===== src/rtl/pipe_stage_reg_pkg.sv =====
// -----------------------------------------------------------------------------
// pipe_pkg
// Shared constants for the 5-stage MIPS pipeline stage registers.
//
// Contents:
//   RESET_PC        pc loaded into every stage register on reset
//   GPR_W           GPR index width
//   TNEW_W          width of the Tnew hazard field
//   exc_code_e      CP0 ExcCode values the pipeline can raise
//   PL_*            field offsets/widths used by each stage to pack and
//                   unpack the opaque payload bus
//
// The stage register never interprets the payload; the offsets live here so
// the producing and consuming stages agree on a single layout.
// -----------------------------------------------------------------------------
package pipe_pkg;

   localparam logic [31:0] RESET_PC = 32'h0000_3000;
   localparam int          GPR_W    = 5;
   localparam int          TNEW_W   = 3;

   typedef enum logic [4:0] {
      EXC_INT  = 5'd0,
      EXC_ADEL = 5'd4,
      EXC_ADES = 5'd5,
      EXC_RI   = 5'd10,
      EXC_OV   = 5'd12
   } exc_code_e;

   // Payload layout (128-bit bus): two operands, the stage result and a
   // block of decoded control bits.
   localparam int PL_DATA_W     = 128;
   localparam int PL_SRC_A_LSB  = 0;
   localparam int PL_SRC_A_W    = 32;
   localparam int PL_SRC_B_LSB  = 32;
   localparam int PL_SRC_B_W    = 32;
   localparam int PL_RESULT_LSB = 64;
   localparam int PL_RESULT_W   = 32;
   localparam int PL_CTRL_LSB   = 96;
   localparam int PL_CTRL_W     = 32;

endpackage


===== src/rtl/pipe_stage_reg_if.sv =====
// -----------------------------------------------------------------------------
// pipe_stage_reg_if
// Bundles the control, upstream (in_*) and downstream (out_*) signals of a
// pipeline stage register.
//
// Modports:
//   master  the surrounding pipeline: drives stall_i, flush_i and in_*,
//           observes out_*
//   slave   the stage register itself: observes stall_i, flush_i and in_*,
//           drives out_*
//
// Signals:
//   stall_i, flush_i                       hold / bubble control
//   in_valid, in_pc, in_wr, in_regwrite,
//   in_tnew, in_payload                    upstream stage contents
//   out_valid, out_pc, out_wr, out_regwrite,
//   out_tnew, out_payload, out_fwd_ok      registered stage contents
//
// Optional macro PIPE_STAGE_EXC_EN adds in_exccode, in_bd, stage_exccode,
// out_exccode and out_bd.
// -----------------------------------------------------------------------------
interface pipe_stage_reg_if #(
   parameter int DATA_W = 128,
   parameter int TNEW_W = pipe_pkg::TNEW_W
);
   import pipe_pkg::*;

   logic              stall_i;
   logic              flush_i;

   logic              in_valid;
   logic [31:0]       in_pc;
   logic [GPR_W-1:0]  in_wr;
   logic              in_regwrite;
   logic [TNEW_W-1:0] in_tnew;
   logic [DATA_W-1:0] in_payload;

   logic              out_valid;
   logic [31:0]       out_pc;
   logic [GPR_W-1:0]  out_wr;
   logic              out_regwrite;
   logic [TNEW_W-1:0] out_tnew;
   logic [DATA_W-1:0] out_payload;
   logic              out_fwd_ok;

`ifdef PIPE_STAGE_EXC_EN
   logic [4:0]        in_exccode;
   logic              in_bd;
   logic [4:0]        stage_exccode;
   logic [4:0]        out_exccode;
   logic              out_bd;
`endif

   modport master (
`ifdef PIPE_STAGE_EXC_EN
      output in_exccode, in_bd, stage_exccode,
      input  out_exccode, out_bd,
`endif
      output stall_i, flush_i,
      output in_valid, in_pc, in_wr, in_regwrite, in_tnew, in_payload,
      input  out_valid, out_pc, out_wr, out_regwrite, out_tnew, out_payload,
      input  out_fwd_ok
   );

   modport slave (
`ifdef PIPE_STAGE_EXC_EN
      input  in_exccode, in_bd, stage_exccode,
      output out_exccode, out_bd,
`endif
      input  stall_i, flush_i,
      input  in_valid, in_pc, in_wr, in_regwrite, in_tnew, in_payload,
      output out_valid, out_pc, out_wr, out_regwrite, out_tnew, out_payload,
      output out_fwd_ok
   );

endinterface


===== src/rtl/pipe_stage_reg_tnew_sat_dec.sv =====
// -----------------------------------------------------------------------------
// tnew_sat_dec
// Combinational saturating subtractor for the Tnew hazard field.
//
// Ports:
//   stored  in  TNEW_W  Tnew value held in the stage register
//   result  out TNEW_W  stored - TNEW_DEC, clamped at zero
//
// TNEW_DEC = 0 turns the block into a pass-through.
// -----------------------------------------------------------------------------
module tnew_sat_dec #(
   parameter int TNEW_W   = pipe_pkg::TNEW_W,
   parameter int TNEW_DEC = 1
) (
   input  logic [TNEW_W-1:0] stored,
   output logic [TNEW_W-1:0] result
);
   import pipe_pkg::*;

   // The comparison is done in int so a decrement larger than the field
   // can hold still clamps to zero instead of wrapping.
   always_comb begin
      result = '0;
      if (int'(stored) >= TNEW_DEC) begin
         result = stored - TNEW_W'(TNEW_DEC);
      end
   end

endmodule


===== src/rtl/pipe_stage_reg.sv =====
// -----------------------------------------------------------------------------
// pipe_stage_reg
// Generic pipeline stage register (D/E, E/M, M/W) for the 5-stage MIPS core.
// Carries an opaque payload plus the hazard fields pc, write register,
// RegWrite and Tnew, with stall, flush, a valid bit, a saturating Tnew
// countdown and a forwarding-ready flag.
//
// Ports:
//   clk     in   clock, all state updates on the rising edge
//   reset   in   synchronous, active-high reset
//   bus     pipe_stage_reg_if.slave
//             stall_i, flush_i, in_* observed; out_* driven
//
// Edge priority: reset > flush_i > stall_i > load. A load of an instruction
// with in_valid low stores the same bubble a flush would.
//
// Optional macro PIPE_STAGE_EXC_EN adds an ExcCode and branch-delay bit to
// the stage; the default build has neither.
// -----------------------------------------------------------------------------
module pipe_stage_reg #(
   parameter int          DATA_W   = 128,
   parameter int          TNEW_W   = pipe_pkg::TNEW_W,
   parameter logic [31:0] RESET_PC = pipe_pkg::RESET_PC,
   parameter int          TNEW_DEC = 1
) (
   input logic              clk,
   input logic              reset,
   pipe_stage_reg_if.slave  bus
);
   import pipe_pkg::*;

   logic              stored_valid;
   logic [31:0]       stored_pc;
   logic [GPR_W-1:0]  stored_wr;
   logic              stored_regwrite;
   logic [TNEW_W-1:0] stored_tnew;
   logic [DATA_W-1:0] stored_payload;
   logic [TNEW_W-1:0] tnew_dec;

   // A flush and a load with in_valid low both store a bubble; only the pc
   // (and the bd bit when exceptions are enabled) follow the input so that
   // the bubble still carries a meaningful address downstream.
   logic bubble;
   assign bubble = bus.flush_i | (~bus.stall_i & ~bus.in_valid);

   // Hazard and payload state.
   always_ff @(posedge clk) begin
      if (reset) begin
         stored_valid    <= 1'b0;
         stored_pc       <= RESET_PC;
         stored_wr       <= '0;
         stored_regwrite <= 1'b0;
         stored_tnew     <= '0;
         stored_payload  <= '0;
      end else if (bubble) begin
         stored_valid    <= 1'b0;
         stored_pc       <= bus.in_pc;
         stored_wr       <= '0;
         stored_regwrite <= 1'b0;
         stored_tnew     <= '0;
         stored_payload  <= '0;
      end else if (!bus.stall_i) begin
         stored_valid    <= 1'b1;
         stored_pc       <= bus.in_pc;
         stored_wr       <= bus.in_wr;
         stored_regwrite <= bus.in_regwrite;
         stored_tnew     <= bus.in_tnew;
         stored_payload  <= bus.in_payload;
      end
   end

   // Tnew is decremented on the output side so a held instruction keeps a
   // stable Tnew for the whole stall.
   tnew_sat_dec #(
      .TNEW_W   (TNEW_W),
      .TNEW_DEC (TNEW_DEC)
   ) u_tnew_sat_dec (
      .stored (stored_tnew),
      .result (tnew_dec)
   );

   assign bus.out_valid    = stored_valid;
   assign bus.out_pc       = stored_pc;
   assign bus.out_wr       = stored_wr;
   assign bus.out_regwrite = stored_regwrite & stored_valid;
   assign bus.out_tnew     = tnew_dec;
   assign bus.out_payload  = stored_payload;

   // Forwarding from $0 is never allowed, and the value must already exist.
   assign bus.out_fwd_ok   = stored_valid & stored_regwrite
                           & (stored_wr != '0) & (tnew_dec == '0);

`ifdef PIPE_STAGE_EXC_EN
   logic [4:0] stored_exccode;
   logic       stored_bd;

   // An exception already recorded upstream is older than one raised in
   // this stage, so a nonzero in_exccode takes precedence.
   always_ff @(posedge clk) begin
      if (reset) begin
         stored_exccode <= EXC_INT;
         stored_bd      <= 1'b0;
      end else if (bubble) begin
         stored_exccode <= EXC_INT;
         stored_bd      <= bus.in_bd;
      end else if (!bus.stall_i) begin
         stored_exccode <= (bus.in_exccode != 5'd0) ? bus.in_exccode
                                                    : bus.stage_exccode;
         stored_bd      <= bus.in_bd;
      end
   end

   assign bus.out_exccode = stored_exccode;
   assign bus.out_bd      = stored_bd;
`endif

endmodule


===== src/flat_wrapper.sv =====
// flat-port wrapper written by rule: the top's interface ports become plain ports
module pipe_stage_reg_flat import pipe_pkg::*;
#(
   parameter int          DATA_W   = 128,
   parameter int          TNEW_W   = pipe_pkg::TNEW_W,
   parameter logic [31:0] RESET_PC = pipe_pkg::RESET_PC,
   parameter int          TNEW_DEC = 1
)
  (clk, reset, bus_stall_i, bus_flush_i, bus_in_valid, bus_in_pc, bus_in_wr, bus_in_regwrite, bus_in_tnew, bus_in_payload, bus_out_valid, bus_out_pc, bus_out_wr, bus_out_regwrite, bus_out_tnew, bus_out_payload, bus_out_fwd_ok);
  pipe_stage_reg_if #(.DATA_W(DATA_W), .TNEW_W(TNEW_W)) bus_i ();
  input logic clk;
  input logic reset;
  input wire logic [$bits(bus_i.stall_i)-1:0] bus_stall_i;
  input wire logic [$bits(bus_i.flush_i)-1:0] bus_flush_i;
  input wire logic [$bits(bus_i.in_valid)-1:0] bus_in_valid;
  input wire logic [$bits(bus_i.in_pc)-1:0] bus_in_pc;
  input wire logic [$bits(bus_i.in_wr)-1:0] bus_in_wr;
  input wire logic [$bits(bus_i.in_regwrite)-1:0] bus_in_regwrite;
  input wire logic [$bits(bus_i.in_tnew)-1:0] bus_in_tnew;
  input wire logic [$bits(bus_i.in_payload)-1:0] bus_in_payload;
  output wire logic [$bits(bus_i.out_valid)-1:0] bus_out_valid;
  output wire logic [$bits(bus_i.out_pc)-1:0] bus_out_pc;
  output wire logic [$bits(bus_i.out_wr)-1:0] bus_out_wr;
  output wire logic [$bits(bus_i.out_regwrite)-1:0] bus_out_regwrite;
  output wire logic [$bits(bus_i.out_tnew)-1:0] bus_out_tnew;
  output wire logic [$bits(bus_i.out_payload)-1:0] bus_out_payload;
  output wire logic [$bits(bus_i.out_fwd_ok)-1:0] bus_out_fwd_ok;
  assign bus_i.stall_i = bus_stall_i;
  assign bus_i.flush_i = bus_flush_i;
  assign bus_i.in_valid = bus_in_valid;
  assign bus_i.in_pc = bus_in_pc;
  assign bus_i.in_wr = bus_in_wr;
  assign bus_i.in_regwrite = bus_in_regwrite;
  assign bus_i.in_tnew = bus_in_tnew;
  assign bus_i.in_payload = bus_in_payload;
  assign bus_out_valid = bus_i.out_valid;
  assign bus_out_pc = bus_i.out_pc;
  assign bus_out_wr = bus_i.out_wr;
  assign bus_out_regwrite = bus_i.out_regwrite;
  assign bus_out_tnew = bus_i.out_tnew;
  assign bus_out_payload = bus_i.out_payload;
  assign bus_out_fwd_ok = bus_i.out_fwd_ok;
  pipe_stage_reg #(.DATA_W(DATA_W), .TNEW_W(TNEW_W), .RESET_PC(RESET_PC), .TNEW_DEC(TNEW_DEC)) u_core (.clk(clk), .reset(reset), .bus(bus_i));
endmodule

===== config.mk =====
export PLATFORM = sky130hd
export DESIGN_NAME = pipe_stage_reg_flat
export DESIGN_NICKNAME = d
export VERILOG_FILES = /design/src/rtl/pipe_stage_reg_pkg.sv /design/src/rtl/pipe_stage_reg_if.sv /design/src/rtl/pipe_stage_reg_tnew_sat_dec.sv /design/src/rtl/pipe_stage_reg.sv /design/src/flat_wrapper.sv
export SDC_FILE = /design/constraint.sdc
export NUM_CORES = 1
export LEC_CHECK = 0
export CORE_AREA = 2 2 133 135
export DETAILED_ROUTE_END_ITERATION = 12
export DIE_AREA = 0 0 135 137
export GPL_TIMING_DRIVEN = 1
export MAX_ROUTING_LAYER = met4
export PLACE_DENSITY = 0.74
export REMOVE_ABC_BUFFERS = 1
export SETUP_SLACK_MARGIN = 0.4
export SYNTH_ARGS = -nofsm -noshare
export SYNTH_HDL_FRONTEND = slang
export SYNTH_SLANG_ARGS = --single-unit

===== constraint.sdc =====
create_clock -name clk -period 3.15 [get_ports clk]
set_input_delay 0.63 -clock clk [delete_from_list [all_inputs] [get_ports clk]]
set_output_delay 0.63 -clock clk [all_outputs]
set_load 0.005 [all_outputs]

; ---- Yosys cells after proc, flatten, opt, wreduce, memory -nomap -nowiden
; Cells that the tools add are included.
[totals]
ff_bits = 170
mem_bits_ro = 0
wordCells = 22
latchBits = 0
inputBits = 174
ramBits = 0
out_inout_bits = 171
n_memories = 0
[classes]
bitwise_logic = 7
reduce_logical = 3
muxes = 3
n_eq_ne = 1
n_shift = 0
div_mod_pow = 0
magnitude_cmp = 1
add_sub_neg = 1
multipliers = 0
[ops]
columns = cell, n
row1 = $mux W32, 2
row2 = $reduce_bool A5 Y1, 1
row3 = $and A1 B1 Y1, 4
row4 = $ge A3 B1 Y1 const B, 1
row5 = $logic_not A3 Y1, 1
row6 = $mux W3, 1
row7 = $sub A3 B1 Y3 const B, 1
row8 = $ne A2 B1 Y1 const B, 1
row9 = $not A1 Y1, 2
row10 = $reduce_or A2 Y1, 1
row11 = $or A1 B1 Y1, 1

; ---- Longest topological paths before layout
; Gate-level depths: netlist (run 1).
[depth]
ltp_word = 4
depth_mapped = 6
depth_no_buf = 5

; ---- Cells and area by module
; A second synthesis (run 1) with hierarchy kept.
[hier_totals]
hier_cells = 601
area_unflattened_um2 = 6231.0
[modules_own_cells]
columns = mod, instances, seq_area_each_um2, area_each_um2, cells_each
row1 = pipe_stage_reg, 1, 3403.3, 6149.6, 591
row2 = tnew_sat_dec, 1, 0.0, 81.3, 10

; ---- Worst setup path before layout (run 1)
; Ideal clock, no wire load.
[synth_timing]
path_kind = register to output
from = register u_core.stored_tnew[0]
to = output port bus_out_fwd_ok
t_arrival_ps = 1164
path_stages_with_launch = 6
required_time_ps = 2520
n_path_buf = 0
slack_ps = 1356
cell_sequence = dfxtp_1 > inv_1 > ha_1 > nor4bb_1 > nor3_1 > nor2_1
[synth_between]
elab_chain_cells = 4
word_cells_on_any_way = 5
cone_classes = 1 x add/sub / 1 x order compare / 1 x mux / 1 x bitwise / 1 x reduce/logical
[synth_rtl]
columns = element, line
row1 = from (decl), pipe_stage_reg.sv:36  ; logic [TNEW_W-1:0] stored_tnew;
row2 = from (signal assigned), pipe_stage_reg.sv:67  ; stored_tnew <= bus.in_tnew;
row3 = $sub A3 B1 Y3 or $ge A3 B1 Y1 (tied branches), "pipe_stage_reg_tnew_sat_dec.sv:25, pipe_stage_reg_tnew_sat_dec.sv:24"
row4 = $mux W3 (*), pipe_stage_reg_tnew_sat_dec.sv:24  ; if (int'(stored) >= TNEW_DEC) begin
row5 = $logic_not A3 Y1 (*), pipe_stage_reg.sv:91  ; & (stored_wr != '0) & (tnew_dec == '0);
row6 = $and A1 B1 Y1 (*), pipe_stage_reg.sv:91
row7 = to (decl), flat_wrapper.sv:27  ; output wire logic [$bits(bus_i.out_fwd_ok)-1:0] bus_out_fwd_ok;
; Every way passes the cells marked *; elsewhere a longest branch is shown, timed or not.

; ---- Final worst setup path (run 1)
[layout_timing]
from = register u_core.stored_tnew[1]
to = output port bus_out_tnew[2]
[layout_between]
elab_chain_cells = 2
word_cells_on_any_way = 3
cone_classes = 1 x add/sub / 1 x order compare / 1 x mux
[layout_rtl]
columns = element, line
row1 = $sub A3 B1 Y3 or $ge A3 B1 Y1 (tied branches), "pipe_stage_reg_tnew_sat_dec.sv:25, pipe_stage_reg_tnew_sat_dec.sv:24"
row2 = $mux W3 (*), pipe_stage_reg_tnew_sat_dec.sv:24
row3 = to (decl), flat_wrapper.sv:25  ; output wire logic [$bits(bus_i.out_tnew)-1:0] bus_out_tnew;
; Marked as above.

==> impl_metrics.json, run 1 <==
{
  "status": "finished clean",
  "holdPathStages": 2,
  "critPathLaunchType": "flip-flop",
  "busiest_layer": "met2",
  "regArea_um2": 3410,
  "drt-initial-drc-count": 202,
  "peakVddDrop_mv": 0.334,
  "period_needed_ps": 2520,
  "core_um2": 17100,
  "cp.depth": 5,
  "clk_path_buf_depth": 2,
  "tightest_slew_ps": 903,
  "final_common_cell": "clkdlybuf4s50_1",
  "clkTransAtPathRegs_ps": 70,
  "final_hold_viol_count": 0,
  "dp_hpwl_um": 13100,
  "area_growth_pct": 64.3,
  "synth_warnings": 0,
  "post_cts_buffers": 0,
  "fp.dieW_um": 135,
  "worstPathRequired_ps": 2520,
  "pin_count": 345,
  "finalSetupViolCount": 0,
  "avgSynthCellArea_um2": 10.3,
  "first_pass_iters": 4,
  "dieArea_um2": 18500,
  "grt_start_max_net_pins": 88,
  "start_util_pct": 36.6,
  "final_cell_mix": "342 x clkdlybuf4s50_1, 168 x dfxtp_1, 141 x nor2_1, 137 x mux2i_1, 64 x nand2_1",
  "insertion_delay_ps": 410,
  "crit_chain": "inv_1, ha_1, o311ai_0, o21ai_0, clkdlybuf4s50_1",
  "overflow": 0,
  "post-route-util_pct": 60.1,
  "gr-usage-met2_pct": 32.6,
  "fin_nets": 1109,
  "row_count": 48,
  "power.leakage_nw": 4.18,
  "crit_family": "buffers and inverters",
  "routabilityCongestion": 0.783,
  "h-tree-depth": 4,
  "fin_skew_ps": 0,
  "startpoint": "u_core.stored_tnew[1]",
  "antenna_found_initial": 0,
  "track_usage_pct": 19.6,
  "use_met3_pct": 7.26,
  "drc": 0,
  "syn_area_um2": 6240,
  "cp_num_buf_inv": 2,
  "cts_sinks": 170,
  "dp.cells": 1139,
  "fillCellCount": 1460,
  "synth-seq-cells": 170,
  "grt_pass1_wl_um": 27100,
  "critical_path_arrival_ps": 1890,
  "grt_use_met1_pct": 21.3,
  "drive_above_1_share_pct": 4.44,
  "power_density_nw_per_um2": 485,
  "cp_slowest_stage_delay_ps": 460,
  "path_class": "reg -> out",
  "worstHoldStart": "u_core.bus.out_pc[16]",
  "hold_path.class": "reg -> reg",
  "postCtsHoldBufs": 0,
  "wl_per_cell_um": 15.4,
  "r2r_cells": 2,
  "n_antenna_cell": 0,
  "synthCells": 605,
  "clock-root-buffer": "clkbuf_16",
  "detail-route-antenna-nets": 0,
  "slew_viol_final": 0,
  "rsz0062_at_grt": "yes",
  "cts_tree": "done",
  "end_kind": "output port",
  "clock.fmax_mhz": 396,
  "cap_violations": 0,
  "multi_input_area_um2": 2460,
  "finalCritPeriodShare_pct": 80.1,
  "synth_cell_types": 24,
  "vias_per_cell": 4.54,
  "cts-buffers-inserted": 17,
  "regToRegStartpoint": "u_core.stored_tnew[2]",
  "grt_pass1_vias": 5181,
  "die_h_um": 137,
  "numPortBuffers": 344,
  "relSlewSlack_pct": 39.8,
  "finalWirelength_um": 18100,
  "final_cells": 1171,
  "vias": 5318,
  "cpMaxStageDelayCell": "clkdlybuf4s50_1",
  "yosysSeqAreaShare_pct": 54.6,
  "crit_fanout": 5
}
## Yosys cell counts, drive strengths merged
| library cell | number | area share, % |
|---|---|---|
| a21oi | 31 | 2.5 |
| and2 | 1 | 0.10 |
| and2b | 1 | 0.12 |
| and4 | 1 | 0.14 |
| buf | 38 | 6.1 |
| clkbuf | 3 | 0.18 |
| dfxtp | 170 | 55 |
| ha | 2 | 0.40 |
| inv | 4 | 0.24 |
| mux2i | 137 | 22 |
| nand2 | 64 | 3.9 |
| nand2b | 1 | 0.14 |
| nand3b | 2 | 0.24 |
| nor2 | 141 | 8.5 |
| nor3 | 2 | 0.16 |
| nor4 | 1 | 0.10 |
| nor4bb | 1 | 0.16 |
| o21ai | 3 | 0.30 |
| o311ai | 1 | 0.14 |
| or4 | 1 | 0.12 |
## worst paths after layout
| check | endpoint | slack (ps) |
|---|---|---|
| worst max-delay path | bus_out_tnew[2] | 630 |
| worst min-delay path | u_core.bus.out_pc[16] | 450 |
| worst max register to register | u_core.stored_tnew[2] | 2390 |
| worst min register to register | u_core.bus.out_pc[16] | 450 |
## metrics by stage
stage          setup slack (ps)  power [mW]  area, µm²  hold slack [ps]  setup TNS [ps]
2_1_floorplan              -414        2.50       5850              442          -57100
3_3_place_gp                813        2.95       9640              437               0
3_5_place_dp                767        2.96       9640              445               0
4_1_cts                     419        5.04      10200              451               0
5_1_grt                     399        5.19      10300              466               0
6_report                    628        4.97      10300              449               0
## sequential cells by signal, indices dropped and copies added (netlist names)
| register | count |
|---|---|
| u_core.bus.out_valid | 1 |
| u_core.bus.out_payload | 128 |
| u_core.stored_regwrite | 1 |
| u_core.bus.out_wr | 5 |
| u_core.bus.out_pc | 32 |
| u_core.stored_tnew | 3 |
## per-layer routing
layer / share of wire [%] / wire length (µm)
met1: 40 / 7190
met5: 0 / 0
met2: 49 / 8840
met4: 2.5 / 455
met3: 8.8 / 1580
## kinds of logic after synthesis
group / synth area share, %
mux: 22.0
buf+inv: 6.52
simple gates: 13.6
compound gates: 2.93
flops: 54.6
fa+ha+maj: 0.401
## what timing repair did
action                                  in CTS  in global routing
endpoints found under the setup margin       1                  1
pin swaps                                    0                  1
resized for setup                            4                  5
## where the power goes
| part | switching, mW | internal, mW |
|---|---|---|
| registers | 0.0376 | 2.22 |
| clock network | 0.848 | 1.22 |
| logic | 0.230 | 0.418 |
| total | 1.12 | 3.86 |
## worst reg2reg max path: cells and delay by family, from the launching register on
kind          cells  cell delay [ps]
simple gates      1              100
mux               1              120
flops             1              470
## cell type report
cell class                 instances  share of cell area, %
inverter                           4                  0.146
clock buffer                      23                   4.56
multi-input combinational        390                   24.0
clock inverter                     9                   1.10
timing repair buffer             350                   34.2
tap                              225                   2.75
sequential                       170                   33.3
Power figures use the tool's default switching activity.
==> run 2, diff against run 1 <==
Settings changed: CORE_AREA 2 2 133 135 to 2 2 134 136, DIE_AREA 0 0 135 137 to 0 0 136 138, PLACE_DENSITY 0.74 to 0.73.
Clock period 3.15 ns to 2.4 ns, I/O delays scaled along.
==> run 2 against run 1 <==
Combinational power grew 34%. Final cell count is 0.51% higher. Power grew 36%. Count of clock-buffer cells in the layout shrank 4. Register-to-register slack worse by 810 ps. Critical path depth is 1 higher. Core utilization is 0.72 points lower. Highest routed layer unchanged.
==> impl_metrics.json, run 2 (synthesis results as in run 1) <==
{
  "status": "finished clean",
  "finalSetupViolCount": 0,
  "power.leakage_nw": 4.25,
  "row_count": 49,
  "hold_path.class": "reg -> reg",
  "critical_path_arrival_ps": 1600,
  "end_kind": "output port",
  "postCtsHoldBufs": 0,
  "final_cell_mix": "339 x clkdlybuf4s50_1, 167 x dfxtp_1, 141 x nor2_1, 137 x mux2i_1, 64 x nand2_1",
  "finalCritPeriodShare_pct": 86.8,
  "drt-initial-drc-count": 130,
  "startpoint": "u_core.stored_tnew[0]",
  "die_h_um": 138,
  "dieArea_um2": 18800,
  "peakVddDrop_mv": 0.514,
  "overflow": 0,
  "critPathLaunchType": "flip-flop",
  "track_usage_pct": 19.3,
  "worstPathRequired_ps": 1920,
  "relSlewSlack_pct": 55.0,
  "tightest_slew_ps": 675,
  "final_cells": 1177,
  "final_hold_viol_count": 0,
  "dp.cells": 1143,
  "rsz0062_at_grt": "yes",
  "clock-root-buffer": "clkbuf_16",
  "drc": 0,
  "slew_viol_final": 0,
  "pin_count": 345,
  "gr-usage-met2_pct": 32.5,
  "worstHoldStart": "u_core.bus.out_pc[30]",
  "clkTransAtPathRegs_ps": 60,
  "start_util_pct": 35.6,
  "grt_pass1_vias": 5307,
  "antenna_found_initial": 0,
  "crit_fanout": 4,
  "area_growth_pct": 66.9,
  "fin_skew_ps": 0,
  "grt_use_met1_pct": 21.2,
  "largest_reg_flops": 128,
  "cap_violations": 0,
  "power_density_nw_per_um2": 650,
  "cts_sinks": 170,
  "cts-buffers-inserted": 17,
  "grt_pass1_wl_um": 27700,
  "n_antenna_cell": 0,
  "path_class": "reg -> out",
  "holdWs_ps": 449,
  "wl_per_cell_um": 15.4,
  "fin_nets": 1112,
  "use_met3_pct": 6.89,
  "vias_per_cell": 4.52,
  "dp_hpwl_um": 13100,
  "vias": 5317,
  "clock.fmax_mhz": 480,
  "regToRegStartpoint": "u_core.stored_tnew[2]",
  "tns_ps": 0,
  "clk_path_buf_depth": 2,
  "detail-route-antenna-nets": 0,
  "numPortBuffers": 344,
  "first_pass_iters": 4,
  "routabilityCongestion": 0.761,
  "cts_tree": "done",
  "busiest_layer": "met2",
  "fp.dieW_um": 136,
  "core_um2": 17500,
  "final_common_cell": "clkdlybuf4s50_1",
  "insertion_delay_ps": 410,
  "grt_start_max_net_pins": 96,
  "finalWirelength_um": 18100,
  "period_needed_ps": 2080,
  "h-tree-depth": 4,
  "drive_above_1_share_pct": 6.22
}
run 2: changes by cell type in the layout (fill, tap and decap cells not counted), moves of 3 or more:
| cell | change |
|---|---|
| buf_12 | +3 |
| clkinvlp_4 | -3 |
| clkbuf_1 | -3 |
| clkdlybuf4s50_1 | -3 |
run 2: timing repair:
item,CTS,global route
pin swaps,5,6
resized for setup,22,13
setup buffers,3,0
endpoints found under the setup margin,4,5
run 2: final timing paths:
path | endpoint | slack (ps) | depth (start not counted)
min | u_core.bus.out_pc[30] | 450 | 2
min reg2reg | u_core.bus.out_pc[30] | 450 | 2
max | bus_out_fwd_ok | 320 | 6
max reg2reg | u_core.stored_tnew[2] | 1580 | 2
run 2: power breakdown:
group | leakage [nW] | switching (mW) | total, mW | internal, mW
registers | 1.39 | 0.0505 | 2.97 | 2.92
clock network | 0.306 | 1.14 | 2.93 | 1.79
logic | 2.56 | 0.308 | 0.868 | 0.560
run 2: layout make-up:
cell class | instances | area (µm²)
Fill cell | 1535 | 7120
Timing Repair Buffer | 353 | 3550
Sequential cell | 170 | 3410
Multi-Input combinational cell | 390 | 2530
Clock buffer | 19 | 443
Tap cell | 229 | 287
Clock inverter | 12 | 188
Inverter | 4 | 15.0
run 2: per-layer routing:
layer  wire (µm)  share of wire (%)  vias up
li1            -                  -     2655
met1        6960                 38     2389
met2        8890                 49      238
met3        1820                 10       35
met4         411                2.3        0
met5           0                  0        -
run 2: per-stage QoR:
step | setup slack (ps) | total power, mW | area (µm²) | utilization [%]
floorplan | -1010 | 3.27 | 5850 | -
global placement | 200 | 3.88 | 9680 | 55.2
detailed placement | 157 | 3.89 | 9680 | 55.2
CTS | 208 | 6.85 | 10400 | 59.1
global route | 243 | 7.03 | 10400 | 59.4
finish | 318 | 6.76 | 10400 | 59.4
run 2: worst max-delay path, stage by stage (launching register included):
cell      delay [ps]
dfxtp_4          380
inv_2             50
ha_4             260
nor4bb_4         200
nor3_2            60
nor2_1           120
buf_2            130
==> run 3, diff against run 2 <==
Settings changed: GPL_TIMING_DRIVEN 1 to unset.
==> results of run 3 <==
The final DEF is identical to that of run 2; final timing and power are the same.
